### config.mk
export PLATFORM = sky130hd
export DESIGN_NAME = pcie_led_ctrl
export DESIGN_NICKNAME = d
export VERILOG_FILES = /design/src/rtl/pcie_led_pkg.sv /design/src/rtl/led_mode_gen.sv /design/src/rtl/pcie_led_ctrl.sv
export SDC_FILE = /design/constraint.sdc
export NUM_CORES = 1
export LEC_CHECK = 0
export BUFFER_PORTS_ARGS = -buffer_cell sky130_fd_sc_hd__buf_2
export CORE_MARGIN = 2
export CORE_UTILIZATION = 40
export DETAILED_ROUTE_END_ITERATION = 10
export GPL_TIMING_DRIVEN = 1
export HOLD_SLACK_MARGIN = 0.08
export PLACE_DENSITY = 0.68
export SYNTH_ARGS = -nofsm -noshare
export SYNTH_HDL_FRONTEND = slang
export SYNTH_SLANG_ARGS = --single-unit
### constraint.sdc
create_clock -name clk -period 3 [get_ports clk]
set_input_delay 0.45 -clock clk [delete_from_list [all_inputs] [get_ports clk]]
set_output_delay 0.45 -clock clk [all_outputs]
set_load 0.01 [all_outputs]
### src/rtl/pcie_led_pkg.sv
// Shared types, control-word field positions and the status-word format
// for the host-programmable LED controller.
package pcie_led_pkg;

    typedef enum logic [1:0] {
        LED_CNT    = 2'd0,
        LED_STATIC = 2'd1,
        LED_PWM    = 2'd2,
        LED_BLINK  = 2'd3
    } led_mode_e;

    typedef enum logic [2:0] {
        ST_IDLE,
        ST_RD,
        ST_WAIT,
        ST_CAP,
        ST_WR
    } poll_state_e;

    localparam int HOST_EN_BIT = 63;
    localparam int MODE_HI     = 62;
    localparam int MODE_LO     = 61;
    localparam int RATE_HI     = 44;
    localparam int RATE_LO     = 40;
    localparam int DUTY_HI     = 39;
    localparam int DUTY_LO     = 32;

    localparam logic [7:0] STATUS_SIG = 8'hA5;

    // Heartbeat word: signature, echoed enable/mode bits, and the poll number
    function automatic logic [63:0] status_word(input logic [63:0] ctrl,
                                               input logic [31:0] count);
        status_word = {STATUS_SIG, 8'h00, ctrl[HOST_EN_BIT -: 3], 5'b0, 8'h00, count};
    endfunction

endpackage

### src/rtl/led_mode_gen.sv
// LED output stage: decodes the captured control word into one of four
// drive modes and registers the result.
module led_mode_gen
    import pcie_led_pkg::*;
#(
    parameter int NUM_LEDS = 8,
    parameter int CNT_W    = 26
) (
    input  logic                clk,
    input  logic                reset,
    input  logic [63:0]         ctrl_reg,
    input  logic                ctrl_valid,
    input  logic [CNT_W-1:0]    cnt,
    input  logic [7:0]          pwm_cnt,
    output logic [NUM_LEDS-1:0] led
);

    logic [NUM_LEDS-1:0] led_d, led_q;
    logic [NUM_LEDS-1:0] pattern;
    logic [7:0]          duty;
    logic [31:0]         blink_sh;
    logic [CNT_W-1:0]    cnt_sh;
    led_mode_e           mode_eff;
    logic                unused_ctrl;

    assign unused_ctrl = ^ctrl_reg;

    always_comb begin
        pattern  = ctrl_reg[NUM_LEDS-1:0];
        duty     = ctrl_reg[DUTY_HI:DUTY_LO];
        mode_eff = led_mode_e'(ctrl_reg[MODE_HI:MODE_LO]);
        // Counter mode until the host has a valid word and has opted in
        if (!ctrl_valid || !ctrl_reg[HOST_EN_BIT]) begin
            mode_eff = LED_CNT;
        end
        blink_sh = 32'd16 + 32'(ctrl_reg[RATE_HI:RATE_LO]);
        if (blink_sh > 32'(CNT_W - 1)) begin
            blink_sh = 32'(CNT_W - 1);
        end
        cnt_sh = cnt >> blink_sh;
        case (mode_eff)
            LED_STATIC: led_d = pattern;
            LED_PWM:    led_d = (pwm_cnt < duty) ? pattern : '0;
            LED_BLINK:  led_d = cnt_sh[0] ? pattern : '0;
            default:    led_d = cnt[CNT_W-1 -: NUM_LEDS];
        endcase
    end

    always_ff @(posedge clk) begin
        if (reset) begin
            led_q <= '0;
        end else begin
            led_q <= led_d;
        end
    end

    assign led = led_q;

endmodule

### src/rtl/pcie_led_ctrl.sv
// Polls a control word from shared RAM every POLL_DIV cycles, drives the
// LEDs from it, and writes a heartbeat/status word back after each poll.
module pcie_led_ctrl
    import pcie_led_pkg::*;
#(
    parameter int NUM_LEDS   = 8,
    parameter int RAM_ADDR_W = 9,
    parameter int CTRL_ADDR  = 0,
    parameter int POLL_DIV   = 1024,
    parameter int RD_LATENCY = 1,
    parameter int CNT_W      = 26
) (
    input  logic                  clk,
    input  logic                  reset,
    output logic [RAM_ADDR_W-1:0] ram_address,
    output logic                  ram_chipselect,
    output logic                  ram_clken,
    output logic                  ram_write,
    output logic [63:0]           ram_writedata,
    output logic [7:0]            ram_byteenable,
    input  logic [63:0]           ram_readdata,
    output logic [NUM_LEDS-1:0]   led,
    output logic                  ctrl_valid,
    output logic [31:0]           poll_count
);

    localparam int TMR_W = $clog2(POLL_DIV);
    localparam logic [TMR_W-1:0]      TMR_LAST  = TMR_W'(POLL_DIV - 1);
    localparam logic [1:0]            WAIT_LAST = 2'((RD_LATENCY > 1) ? RD_LATENCY - 2 : 0);
    localparam logic [RAM_ADDR_W-1:0] RD_ADDR   = RAM_ADDR_W'(CTRL_ADDR);
    localparam logic [RAM_ADDR_W-1:0] WR_ADDR   = RAM_ADDR_W'(CTRL_ADDR + 1);

    poll_state_e       state_q, state_d;
    logic [TMR_W-1:0]  poll_tmr_q, poll_tmr_d;
    logic [1:0]        wait_q, wait_d;
    logic [CNT_W-1:0]  cnt_q, cnt_d;
    logic [7:0]        pwm_cnt_q, pwm_cnt_d;
    logic [63:0]       ctrl_reg_q, ctrl_reg_d;
    logic              ctrl_valid_q, ctrl_valid_d;
    logic [31:0]       poll_count_q, poll_count_d;

    always_ff @(posedge clk) begin
        if (reset) begin
            state_q      <= ST_IDLE;
            poll_tmr_q   <= '0;
            wait_q       <= '0;
            cnt_q        <= '0;
            pwm_cnt_q    <= '0;
            ctrl_reg_q   <= '0;
            ctrl_valid_q <= 1'b0;
            poll_count_q <= '0;
        end else begin
            state_q      <= state_d;
            poll_tmr_q   <= poll_tmr_d;
            wait_q       <= wait_d;
            cnt_q        <= cnt_d;
            pwm_cnt_q    <= pwm_cnt_d;
            ctrl_reg_q   <= ctrl_reg_d;
            ctrl_valid_q <= ctrl_valid_d;
            poll_count_q <= poll_count_d;
        end
    end

    // The poll timer free-runs through every state so poll starts stay periodic
    always_comb begin
        state_d    = state_q;
        wait_d     = wait_q;
        poll_tmr_d = poll_tmr_q + 1'b1;
        unique case (state_q)
            ST_IDLE: begin
                if (poll_tmr_q == TMR_LAST) begin
                    poll_tmr_d = '0;
                    state_d    = ST_RD;
                end
            end
            ST_RD: begin
                wait_d  = '0;
                state_d = (RD_LATENCY == 1) ? ST_CAP : ST_WAIT;
            end
            ST_WAIT: begin
                if (wait_q == WAIT_LAST) begin
                    state_d = ST_CAP;
                end else begin
                    wait_d = wait_q + 1'b1;
                end
            end
            ST_CAP:  state_d = ST_WR;
            ST_WR:   state_d = ST_IDLE;
            default: state_d = ST_IDLE;
        endcase
    end

    always_comb begin
        cnt_d        = cnt_q + 1'b1;
        pwm_cnt_d    = pwm_cnt_q + 1'b1;
        ctrl_reg_d   = ctrl_reg_q;
        ctrl_valid_d = ctrl_valid_q;
        poll_count_d = poll_count_q;
        if (state_q == ST_CAP) begin
            ctrl_reg_d   = ram_readdata;
            ctrl_valid_d = 1'b1;
        end
        if (state_q == ST_WR) begin
            poll_count_d = poll_count_q + 32'd1;
        end
    end

    always_comb begin
        ram_chipselect = 1'b0;
        ram_write      = 1'b0;
        ram_address    = RD_ADDR;
        ram_writedata  = '0;
        case (state_q)
            ST_RD: ram_chipselect = 1'b1;
            ST_WR: begin
                ram_chipselect = 1'b1;
                ram_write      = 1'b1;
                ram_address    = WR_ADDR;
                ram_writedata  = status_word(ctrl_reg_q, poll_count_q + 32'd1);
            end
            default: ;
        endcase
    end

    assign ram_clken      = 1'b1;
    assign ram_byteenable = 8'hFF;
    assign ctrl_valid     = ctrl_valid_q;
    assign poll_count     = poll_count_q;

    led_mode_gen #(
        .NUM_LEDS(NUM_LEDS),
        .CNT_W   (CNT_W)
    ) u_led_mode_gen (
        .clk       (clk),
        .reset     (reset),
        .ctrl_reg  (ctrl_reg_q),
        .ctrl_valid(ctrl_valid_q),
        .cnt       (cnt_q),
        .pwm_cnt   (pwm_cnt_q),
        .led       (led)
    );

endmodule
==> impl_results.md, run 1 <==
* Global-route met1 utilization at 0.217
* Slew headroom at 0.368
* H-tree lvl count at 4
* Element type at the critical path end: output pin
* Final Core Density at 0.489
* Final-stage net count at 913
* Later-pin clock latency in the skew report at 410 ps
* I/O pin count at 191
* Final RePlAce weighted congestion at 0.809
* Result of the run: finished clean
* Area growth from synthesis to layout at 20.1%
* Post-CTS clock slew at the launch and capture registers of the worst setup and hold paths at 50 ps
* Period utilisation layout at 0.949
* Max cap viols at 0
* Most frequent standard cell in the layout excluding fill and tap cells: sky130_fd_sc_hd__nor2_1
* Full die area at 15700 um2
* GR met2 Demand/Resource at 0.250
* Most used flip-flop cell after synthesis: sky130_fd_sc_hd__dfxtp_1
* Clock period minus worst slack at 2850 ps
* Grt ovf at 0
* Number of sinks driven by the clock tree at 114
* Top library cells by usage in the layout, fill and taps aside: sky130_fd_sc_hd__nor2_1 (118), sky130_fd_sc_hd__dfxtp_1 (111), sky130_fd_sc_hd__buf_2 (108)
* Overall die height at 125 um
* Number of rows in the core area at 44
* Width of the chip at 125 um
* Footprint of the multi-input gates at 3170 um2
* Worst reg2reg path endpoint: u_led_mode_gen.led[0]
* Min-Delay Path Class: input pin to flop
* Register-to-register setup slack at 840 ps
* Clock Tree Buf Depth at 2
* Final hold vios at 0
* Setup Crit Path Kind: flop to output pin
* Data arrival time of the worst path at 2400 ps
* Average size of a mapped cell at 7.94 um2
* Number of DRC markers in iteration 0 at 216
* Cell depth of the worst flop-to-flop path at 7
* Register area at 2290 um2
* Number of antenna violations at the first check in global routing at 1
* Number of distinct standard cells referenced by the synthesized netlist at 42
* First drt pass iteration count at 4
* Asr flop ratio synth at 0
* Critical Path RT at 2550 ps
* EDFF count, synth at 0
* Max rail drop VDD at 374 uV
* Fraction of layout cells with a size suffix above 1 at 0.202
* Global-route wire length before repair at 20.9 mm
* Leakage dissipation at 2.91 nW
* Cell area after synthesis at 5890 um2
* Routing usage on met3 at 0.0466
* All-Layer GR Usage at 0.163
* Avg Vias per Cell at 4.78
* Launching point of the worst reg2reg path: ctrl_reg_q[39]
* Area of the placeable core at 14500 um2
* Root buffer selected by CTS: sky130_fd_sc_hd__clkbuf_16
* Largest net degree at the start of global routing at 53
* # DRC at 0
* Post-Route Skew at 7.04 ps
* Number of storage elements in the synthesis netlist at 114
* Antenna Violating Nets Remaining at 0
* Number of buffer cells added on primary ports at 108
* Final-report setup violation count at 0
* Starting utilization of the core area at 0.407
* Via count at 4934
* Maximum fanout count along the critical path at 7
* Layer with the highest usage after global routing: met2
* Minimum hold slack at 275 ps
* Power per Cell Area at 545 nW/um2
* DR WL/cell at 12.1 um
* Beginning of the critical path: poll_count[21]
* TritonCTS clock tree: yes
* Post-route non-filler standard cell count at 1033
* Number of global-route vias before repair at 4339
* Crit path capture: ram_writedata[29]
* CTS buffer count at 17
* Transition time at the pin with the least slew margin at 944 ps
* Number of placed instances with taps included at 998
* Sum of negative setup slack at 0 ps
* Yosys warning total at 0
* Synthesized netlist cell count at 742
* Sequential element share of the synthesized area at 0.387
* Sum of routed wire length over all layers at 12.5 mm
* Pins over their slew limit at 0
* Design Power at 3.85 mW
* Number of inserted filler cells in the final layout at 1456
* Highest clock rate at 351 MHz
* Detailed-placement wirelength estimate at 8.75 mm
* Startpoint kind of the worst setup timing path: flop
sequential cells by signal, summed over array words and instances, names as in the netlist:
register and cells:
poll_count 32, ctrl_reg_q 24, u_led_mode_gen.led 8, wait_q 2, cnt_q 26, state_q 3
ctrl_valid 1, poll_tmr_q 10, pwm_cnt_q 8
worst max-delay path, stage by stage, from the launching register on:
cell,delay [ps]
sky130_fd_sc_hd__dfxtp_1,490
sky130_fd_sc_hd__and4_1,370
sky130_fd_sc_hd__and3_1,340
sky130_fd_sc_hd__and4_1,330
sky130_fd_sc_hd__nand2_1,90
sky130_fd_sc_hd__xor2_1,150
sky130_fd_sc_hd__nor2_1,90
sky130_fd_sc_hd__buf_2,140
cells by family (layout without fill, tap and decap cells):
| logic type | count (synthesis) | count (layout) | share of synthesized area |
|---|---|---|---|
| AO/OA/AOI/OAI | 85 | 85 | 0.0850 |
| buffers and inverters | 109 | 175 | 0.102 |
| flip-flops | 114 | 114 | 0.387 |
| adder cells (fa/ha/maj) | 12 | 12 | 0.0255 |
| multiplexers | 1 | 1 | 0.00170 |
| AND/OR/NAND/NOR | 327 | 327 | 0.260 |
| other | 2 | 43 | 0.00127 |
| XOR/XNOR | 92 | 92 | 0.137 |
worst min-delay path by stage:
| stage | endpoint | start | cells past startpoint | slack [ps] |
|---|---|---|---|---|
| 2_1_floorplan | pwm_cnt_q[0] | pwm_cnt_q[0] | 1 | 420 |
| 3_3_place_gp | pwm_cnt_q[0] | pwm_cnt_q[0] | 1 | 440 |
| 3_5_place_dp | poll_tmr_q[0] | poll_tmr_q[0] | 1 | 450 |
| 4_1_cts | ctrl_reg_q[39] | ram_readdata[39] | 3 | 260 |
| 5_1_grt | ctrl_reg_q[32] | ram_readdata[32] | 3 | 280 |
| 6_report | ctrl_reg_q[32] | ram_readdata[32] | 3 | 280 |
Yosys cell counts, types with 5 or more instances:
master / n / area, um2
sky130_fd_sc_hd__clkbuf_1: 29 / 109
sky130_fd_sc_hd__ha_1: 12 / 150
sky130_fd_sc_hd__nand2_1: 85 / 319
sky130_fd_sc_hd__dfxtp_1: 114 / 2280
sky130_fd_sc_hd__buf_2: 7 / 35.0
sky130_fd_sc_hd__nand4_1: 18 / 113
sky130_fd_sc_hd__buf_4: 47 / 353
sky130_fd_sc_hd__nand3_2: 5 / 50.1
sky130_fd_sc_hd__inv_1: 21 / 78.8
sky130_fd_sc_hd__nand3_1: 42 / 210
sky130_fd_sc_hd__and4_1: 7 / 61.3
sky130_fd_sc_hd__a32oi_1: 8 / 70.1
sky130_fd_sc_hd__nor2_1: 120 / 450
sky130_fd_sc_hd__and3_1: 18 / 113
sky130_fd_sc_hd__o21ai_0: 19 / 95.1
sky130_fd_sc_hd__xor2_1: 62 / 543
sky130_fd_sc_hd__a21oi_1: 41 / 205
sky130_fd_sc_hd__nor3_1: 7 / 35.0
sky130_fd_sc_hd__or3_1: 9 / 56.3
sky130_fd_sc_hd__xnor2_1: 30 / 263
routing by layer:
layer	part of all wire	wire [um]	vias to the layer above
met5	0	0	-
met4	0.017	212	0
met3	0.053	670	24
met2	0.44	5550	132
met1	0.49	6100	2209
li1	-	-	2569
timing repair:
item                                    in CTS  in global routing
hold endpoints to repair                     0                  0
pin swaps                                    1                  1
gates resized for setup                      3                  6
buffers inserted                             2                  0
endpoints found under the setup margin       7                 13
hold buffers                                 0                  0
metrics by stage:
stage	cell area, um2	worst slack [ps]
6_report	7080	152
4_1_cts	7060	3.95
3_5_place_dp	6380	239
5_1_grt	7080	-6.26
3_3_place_gp	6380	278
2_1_floorplan	6040	398
cell type report:
cell class,count,area share
clock buffers,23,0.0676
multi-input cells,559,0.449
inverters,21,0.0111
clock inverters,9,0.0249
diodes,1,0.000354
well taps,184,0.0325
flip-flops and latches,114,0.323
repair buffers,122,0.0918
report_power, final:
part	internal [mW]	total (mW)	switching, mW
combinational	0.0342	0.105	0.0705
clock	1.54	2.21	0.669
sequential	1.53	1.54	0.0145
Power figures use the tool's default switching activity.
==> run 2: changes to the inputs <==
==> constraint.sdc (replaced) <==
create_clock -name clk -period 2.52 [get_ports clk]
set_input_delay 0.378 -clock clk [delete_from_list [all_inputs] [get_ports clk]]
set_output_delay 0.378 -clock clk [all_outputs]
set_load 0.01 [all_outputs]
==> run 2 against run 1 <==
Against the previous run: the flow now finishes with violations (negative setup slack); wire length grew 3.8%; flip-flop and latch count stayed put; clock power is 6% higher; via count rose by 4.1%; cell count is 2.4% higher; register-to-register slack got worse by 330 ps; first-iteration DRC count is 49% higher; critical path depth increased by 2; hold slack worse by 78 ps; combinational power is 20% higher.
==> impl_results.md, run 2 (same netlist as run 1, synthesis figures left out) <==
* Result of the run: complete, but fails checks
* Violated checks: negative setup slack
* CP max stage cell: sky130_fd_sc_hd__or4_4
* Startpoint kind of the worst setup timing path: flop
* Final RePlAce weighted congestion at 0.802
* Pins over their slew limit at 0
* Element type at the critical path end: output pin
* Setup Crit Path Kind: flop to output pin
* Launching point of the worst reg2reg path: poll_count[0]
* Fraction of layout cells with a size suffix above 1 at 0.242
* Max cap viols at 0
* Post-Route Skew at 15.8 ps
* Full die area at 15700 um2
* Number of buffer cells added on primary ports at 108
* Cells traversed along the worst timing path: ha_4, nand3_2, or4_4, nor4_4, buf_12, nand3_2, xor2_1, nor2_1, buf_2
* Crit path top cell by count: sky130_fd_sc_hd__nand3_2
* Antenna Violating Nets Remaining at 0
* Highest clock rate at 377 MHz
* DR WL/cell at 12.3 um
* First drt pass iteration count at 4
* Avg Vias per Cell at 4.86
* Crit path capture: ram_writedata[30]
* Worst reg2reg path endpoint: poll_count[30]
* Footprint of the multi-input gates at 3260 um2
* Post-CTS clock slew at the launch and capture registers of the worst setup and hold paths at 50 ps
* Pre-CTS worst setup slack at 191 ps
* Min-Delay Path Class: input pin to flop
* Final hold vios at 0
* Design Power at 4.32 mW
* Max rail drop VDD at 404 uV
* Global-route wire length before repair at 21.5 mm
* Power per Cell Area at 590 nW/um2
* Beginning of the critical path: poll_count[0]
* Detailed-placement wirelength estimate at 8.89 mm
* Area of the placeable core at 14500 um2
* Transition time at the pin with the least slew margin at 722 ps
* Number of DRC markers in iteration 0 at 321
* Leakage dissipation at 3.09 nW
* Data arrival time of the worst path at 2270 ps
* Via count at 5137
* Crit-path max cell delay at 460 ps
* Width of the chip at 125 um
* Highest metal layer with signal wires: met4
* Post-route setup slack at -131 ps
* Post-route non-filler standard cell count at 1058
* Met3 wire length at 566 um
* Number of rows in the core area at 44
* Minimum hold slack at 197 ps
* Number of antenna violations at the first check in global routing at 1
* Cell depth of the worst flop-to-flop path at 9
* Final Core Density at 0.505
* Area growth from synthesis to layout at 24.2%
* Top library cells by usage in the layout, fill and taps aside: sky130_fd_sc_hd__nor2_1 (116), sky130_fd_sc_hd__dfxtp_1 (111), sky130_fd_sc_hd__buf_2 (108)
* Number of sinks driven by the clock tree at 114
* Clock Tree Buf Depth at 2
* Most frequent standard cell in the layout excluding fill and tap cells: sky130_fd_sc_hd__nor2_1
* I/O pin count at 191
* Later-pin clock latency in the skew report at 420 ps
* Unrepaired setup endpoints after global routing: yes
* Met2 wire len at 5.96 mm
* Slew headroom at 0.517
* Maximum fanout count along the critical path at 10
* Number of flip-flops under the largest register name at 32
* CTS buffer count at 17
* H-tree lvl count at 4
* Number of global-route vias before repair at 4479
* Largest net degree at the start of global routing at 89
* Final-report setup violation count at 13
* Root buffer selected by CTS: sky130_fd_sc_hd__clkbuf_16
* # DRC at 0
* Period utilisation layout at 1.05
* All-Layer GR Usage at 0.166
* Sum of routed wire length over all layers at 13.0 mm
* Register area at 2290 um2
* M1 WL at 6.19 mm
* Number of inserted filler cells in the final layout at 1401
* Final-stage net count at 938
* Number of placed instances with taps included at 1014
* Critical Path RT at 2140 ps
* Starting utilization of the core area at 0.407
* TritonCTS clock tree: yes
* Register-to-register setup slack at 510 ps
* Grt ovf at 0
* Clock period minus worst slack at 2650 ps
* Overall die height at 125 um
-- run 2: changes by cell type in the layout (fill, tap and decap cells not counted), sizes merged --
| cell | previous run | this run |
|---|---|---|
| buf | 122 | 147 |
| clkinv | 3 | 7 |
| bufinv | 5 | 2 |
| clkbuf | 23 | 22 |
-- run 2: worst min-delay path by stage --
stage                           startpoint             end  slack (ps)  cells after the start
final                     ram_readdata[32]  ctrl_reg_q[32]         200                      3
after global routing      ram_readdata[32]  ctrl_reg_q[32]         200                      3
after CTS                 ram_readdata[32]  ctrl_reg_q[32]         190                      3
after detailed placement      pwm_cnt_q[0]    pwm_cnt_q[0]         450                      1
after global placement        pwm_cnt_q[0]    pwm_cnt_q[0]         430                      1
after floorplan               pwm_cnt_q[0]    pwm_cnt_q[0]         420                      1
-- run 2: area by class of cell --
class	count	area share
inverters	21	0.0108
clock inverters	10	0.0145
clock buffers	22	0.0662
diodes	1	0.000342
flip-flops and latches	114	0.313
repair buffers	147	0.119
multi-input cells	559	0.445
well taps	184	0.0315
-- run 2: per-layer routing --
| metal | global-route usage | vias up |
|---|---|---|
| met5 | 0 | - |
| met4 | 0.0739 | 0 |
| met3 | 0.0436 | 21 |
| met2 | 0.258 | 140 |
| met1 | 0.219 | 2356 |
| li1 | - | 2620 |
-- run 2: where the power goes --
group          switching [mW]  leakage, nW  internal [mW]
clock                   0.807        0.295           1.55
combinational          0.0833         1.87         0.0422
sequential             0.0178        0.921           1.82
-- run 2: stage by stage --
step	instance area (um2)	TNS, ps
floorplan	6040	0
global placement	6530	0
detailed placement	6530	0
CTS	7220	-844
global route	7310	-3310
finish	7310	-823
-- run 2: critical path, delay by kind of cell (launching register included) --
kind	cells	cell delay [ps]
fa+ha+maj	1	140
simple gates	5	900
xor+xnor	1	150
flops	1	350
buf+inv	2	300
-- run 2: what timing repair did --
action / in CTS / in global routing
resized for setup: 20 / 12
pin swaps: 5 / 4
endpoints found under the setup margin: 19 / 22
hold buffers: 0 / 0
gates cloned: 0 / 0
setup buffers: 6 / 5
==> run 3: changes to the inputs <==
--- a/config.mk
+++ b/config.mk
@@ -11,7 +11,8 @@
 export DETAILED_ROUTE_END_ITERATION = 10
 export GPL_TIMING_DRIVEN = 1
 export HOLD_SLACK_MARGIN = 0.08
-export PLACE_DENSITY = 0.68
+export PLACE_DENSITY = 0.66
 export SYNTH_ARGS = -nofsm -noshare
 export SYNTH_HDL_FRONTEND = slang
+export SYNTH_HIERARCHICAL = 1
 export SYNTH_SLANG_ARGS = --single-unit
==> run 3 against run 2 <==
Against the previous run: the flow still finishes with violations (negative setup slack); final area up 3.9%; first-iteration DRC count decreased by 16%; combinational power grew 5%; worst setup slack improved by 93 ps; power is 4.7% higher; sequential power is essentially flat; hold slack gained 11 ps; critical path depth is 2 lower; synthesized area increased by 2.9%; cell count up 3.1%; critical path type unchanged.
==> impl_results.md, run 3 <==
* Violated checks: negative setup slack
* Crit-path max cell delay at 370 ps
* Critical Path RT at 2140 ps
* Launching point of the worst reg2reg path: state_q[1]
* Post-Layout Inst Area at 7600 um2
* Transition time at the pin with the least slew margin at 644 ps
* Number of flip-flops under the largest register name at 32
* Crit path capture: ram_writedata[31]
* Average size of a mapped cell at 7.87 um2
* Minimum hold slack at 208 ps
* Later-pin clock latency in the skew report at 400 ps
* # DRC at 0
* Startpoint kind of the worst setup timing path: flop
* Final-stage net count at 968
* Unrepaired setup endpoints after global routing: yes
* Period utilisation layout at 1.02
* Clock period minus worst slack at 2560 ps
* Register-to-register setup slack at 340 ps
* Cell depth of the worst flop-to-flop path at 6
* Number of inserted filler cells in the final layout at 1477
* CTS buffer count at 17
* Avg Vias per Cell at 4.85
* Final RePlAce weighted congestion at 0.825
* Pre-CTS worst setup slack at 225 ps
* Element type at the critical path end: output pin
* Number of antenna violations at the first check in global routing at 0
* First drt pass iteration count at 4
* Result of the run: complete, but fails checks
* DR WL/cell at 12.6 um
* Starting utilization of the core area at 0.403
* Largest net degree at the start of global routing at 53
* Instance area at placement at 6720 um2
* Cell area after synthesis at 6060 um2
* Post-route setup slack at -38.0 ps
* Detailed-placement wirelength estimate at 9.40 mm
* Fraction of layout cells with a size suffix above 1 at 0.258
* Beginning of the critical path: poll_count[1]
* I/O pin count at 191
* All-Layer GR Usage at 0.170
* Yosys warning total at 6
* Grt ovf at 0
* Post-route non-filler standard cell count at 1091
* Number of placed instances with taps included at 1048
* Via count at 5294
* Pins over their slew limit at 0
* CP max stage cell: sky130_fd_sc_hd__or3_4
* Power per Cell Area at 595 nW/um2
* Number of global-route vias before repair at 4807
* Final-report setup violation count at 1
* Antenna diode instance count at 0
* Full die area at 16200 um2
* CP Buf/Inv Count at 2
* Final hold vios at 0
* Hold path startpoint: ram_readdata[33]
* Number of sinks driven by the clock tree at 114
* Antenna Violating Nets Remaining at 0
* Data arrival time of the worst path at 2180 ps
* Cells traversed along the worst timing path: buf_6, and4_4, nand4_1, or3_4, or3_1, a21oi_1, buf_2
* Overall die height at 127 um
* Min-Delay Path Class: input pin to flop
* Global-route wire length before repair at 22.6 mm
* Synthesized netlist cell count at 770
* Clock Tree Buf Depth at 2
* Top Family by Delay on Critical Path: simple AND/OR/NAND/NOR gates
* Final Core Density at 0.506
* Post-Route Skew at 6.31 ps
* Highest clock rate at 391 MHz
* Number of rows in the core area at 45
* Top library cells by usage in the layout, fill and taps aside: sky130_fd_sc_hd__nor2_1 (116), sky130_fd_sc_hd__buf_2 (107), sky130_fd_sc_hd__dfxtp_1 (101)
* Area of the placeable core at 15000 um2
* Max cap viols at 0
* Number of buffer cells added on primary ports at 108
* Slew headroom at 0.569
* Maximum fanout count along the critical path at 2
* Sum of routed wire length over all layers at 13.8 mm
* Number of DRC markers in iteration 0 at 270
* Worst reg2reg path endpoint: poll_count[27]
* Most frequent standard cell in the layout excluding fill and tap cells: sky130_fd_sc_hd__nor2_1
* Post-CTS clock slew at the launch and capture registers of the worst setup and hold paths at 50 ps
* H-tree lvl count at 4
* Area growth from synthesis to layout at 25.4%
* Design Power at 4.52 mW
* Crit. path cell count at 7
* Setup Crit Path Kind: flop to output pin
* Sum of negative setup slack at -38.0 ps
* TritonCTS clock tree: yes
* Root buffer selected by CTS: sky130_fd_sc_hd__clkbuf_16
* Leakage dissipation at 3.13 nW
* Max rail drop VDD at 489 uV
* Width of the chip at 127 um
## run 3: power by group
group          switching [mW]  internal [mW]
Clock                   0.805           1.75
Combinational          0.0873         0.0451
Sequential             0.0162           1.82
Total                   0.908           3.61
## run 3: worst min-delay path: stages
cell	delay (ps)
sky130_fd_sc_hd__buf_2	100
sky130_fd_sc_hd__nand2_1	40
sky130_fd_sc_hd__a21oi_1	50
## run 3: how the worst min path moves through the flow
stage | end | slack (ps) | cells after the start
floorplan | pwm_cnt_q[0] | 420 | 1
global placement | pwm_cnt_q[0] | 440 | 1
detailed placement | u_led_mode_gen/led[6] | 440 | 2
CTS | ctrl_reg_q[33] | 190 | 3
global route | ctrl_reg_q[1] | 200 | 3
finish | ctrl_reg_q[33] | 210 | 3
## run 3: final cells by class
cell class,instances,area (um2),area share
multi-input combinational,582,3390,0.446
sequential,114,2310,0.303
timing repair buffer,156,962,0.127
clock buffer,22,484,0.0637
tap,188,235,0.0309
clock inverter,10,154,0.0202
inverter,19,72.6,0.00955
## run 3: per-layer routing
| layer | track usage | up-vias | part of all wire |
|---|---|---|---|
| li1 | - | 2716 | - |
| met1 | 0.217 | 2470 | 0.46 |
| met2 | 0.286 | 95 | 0.49 |
| met3 | 0.0402 | 13 | 0.037 |
| met4 | 0.0511 | 0 | 0.011 |
| met5 | 0 | - | 0 |
## run 3: what timing repair did
action,in CTS,in global routing
setup buffers,5,6
setup endpoints to repair,12,17
hold buffers,0,0
pin swaps,5,8
cloned,0,0
resized for setup,13,30
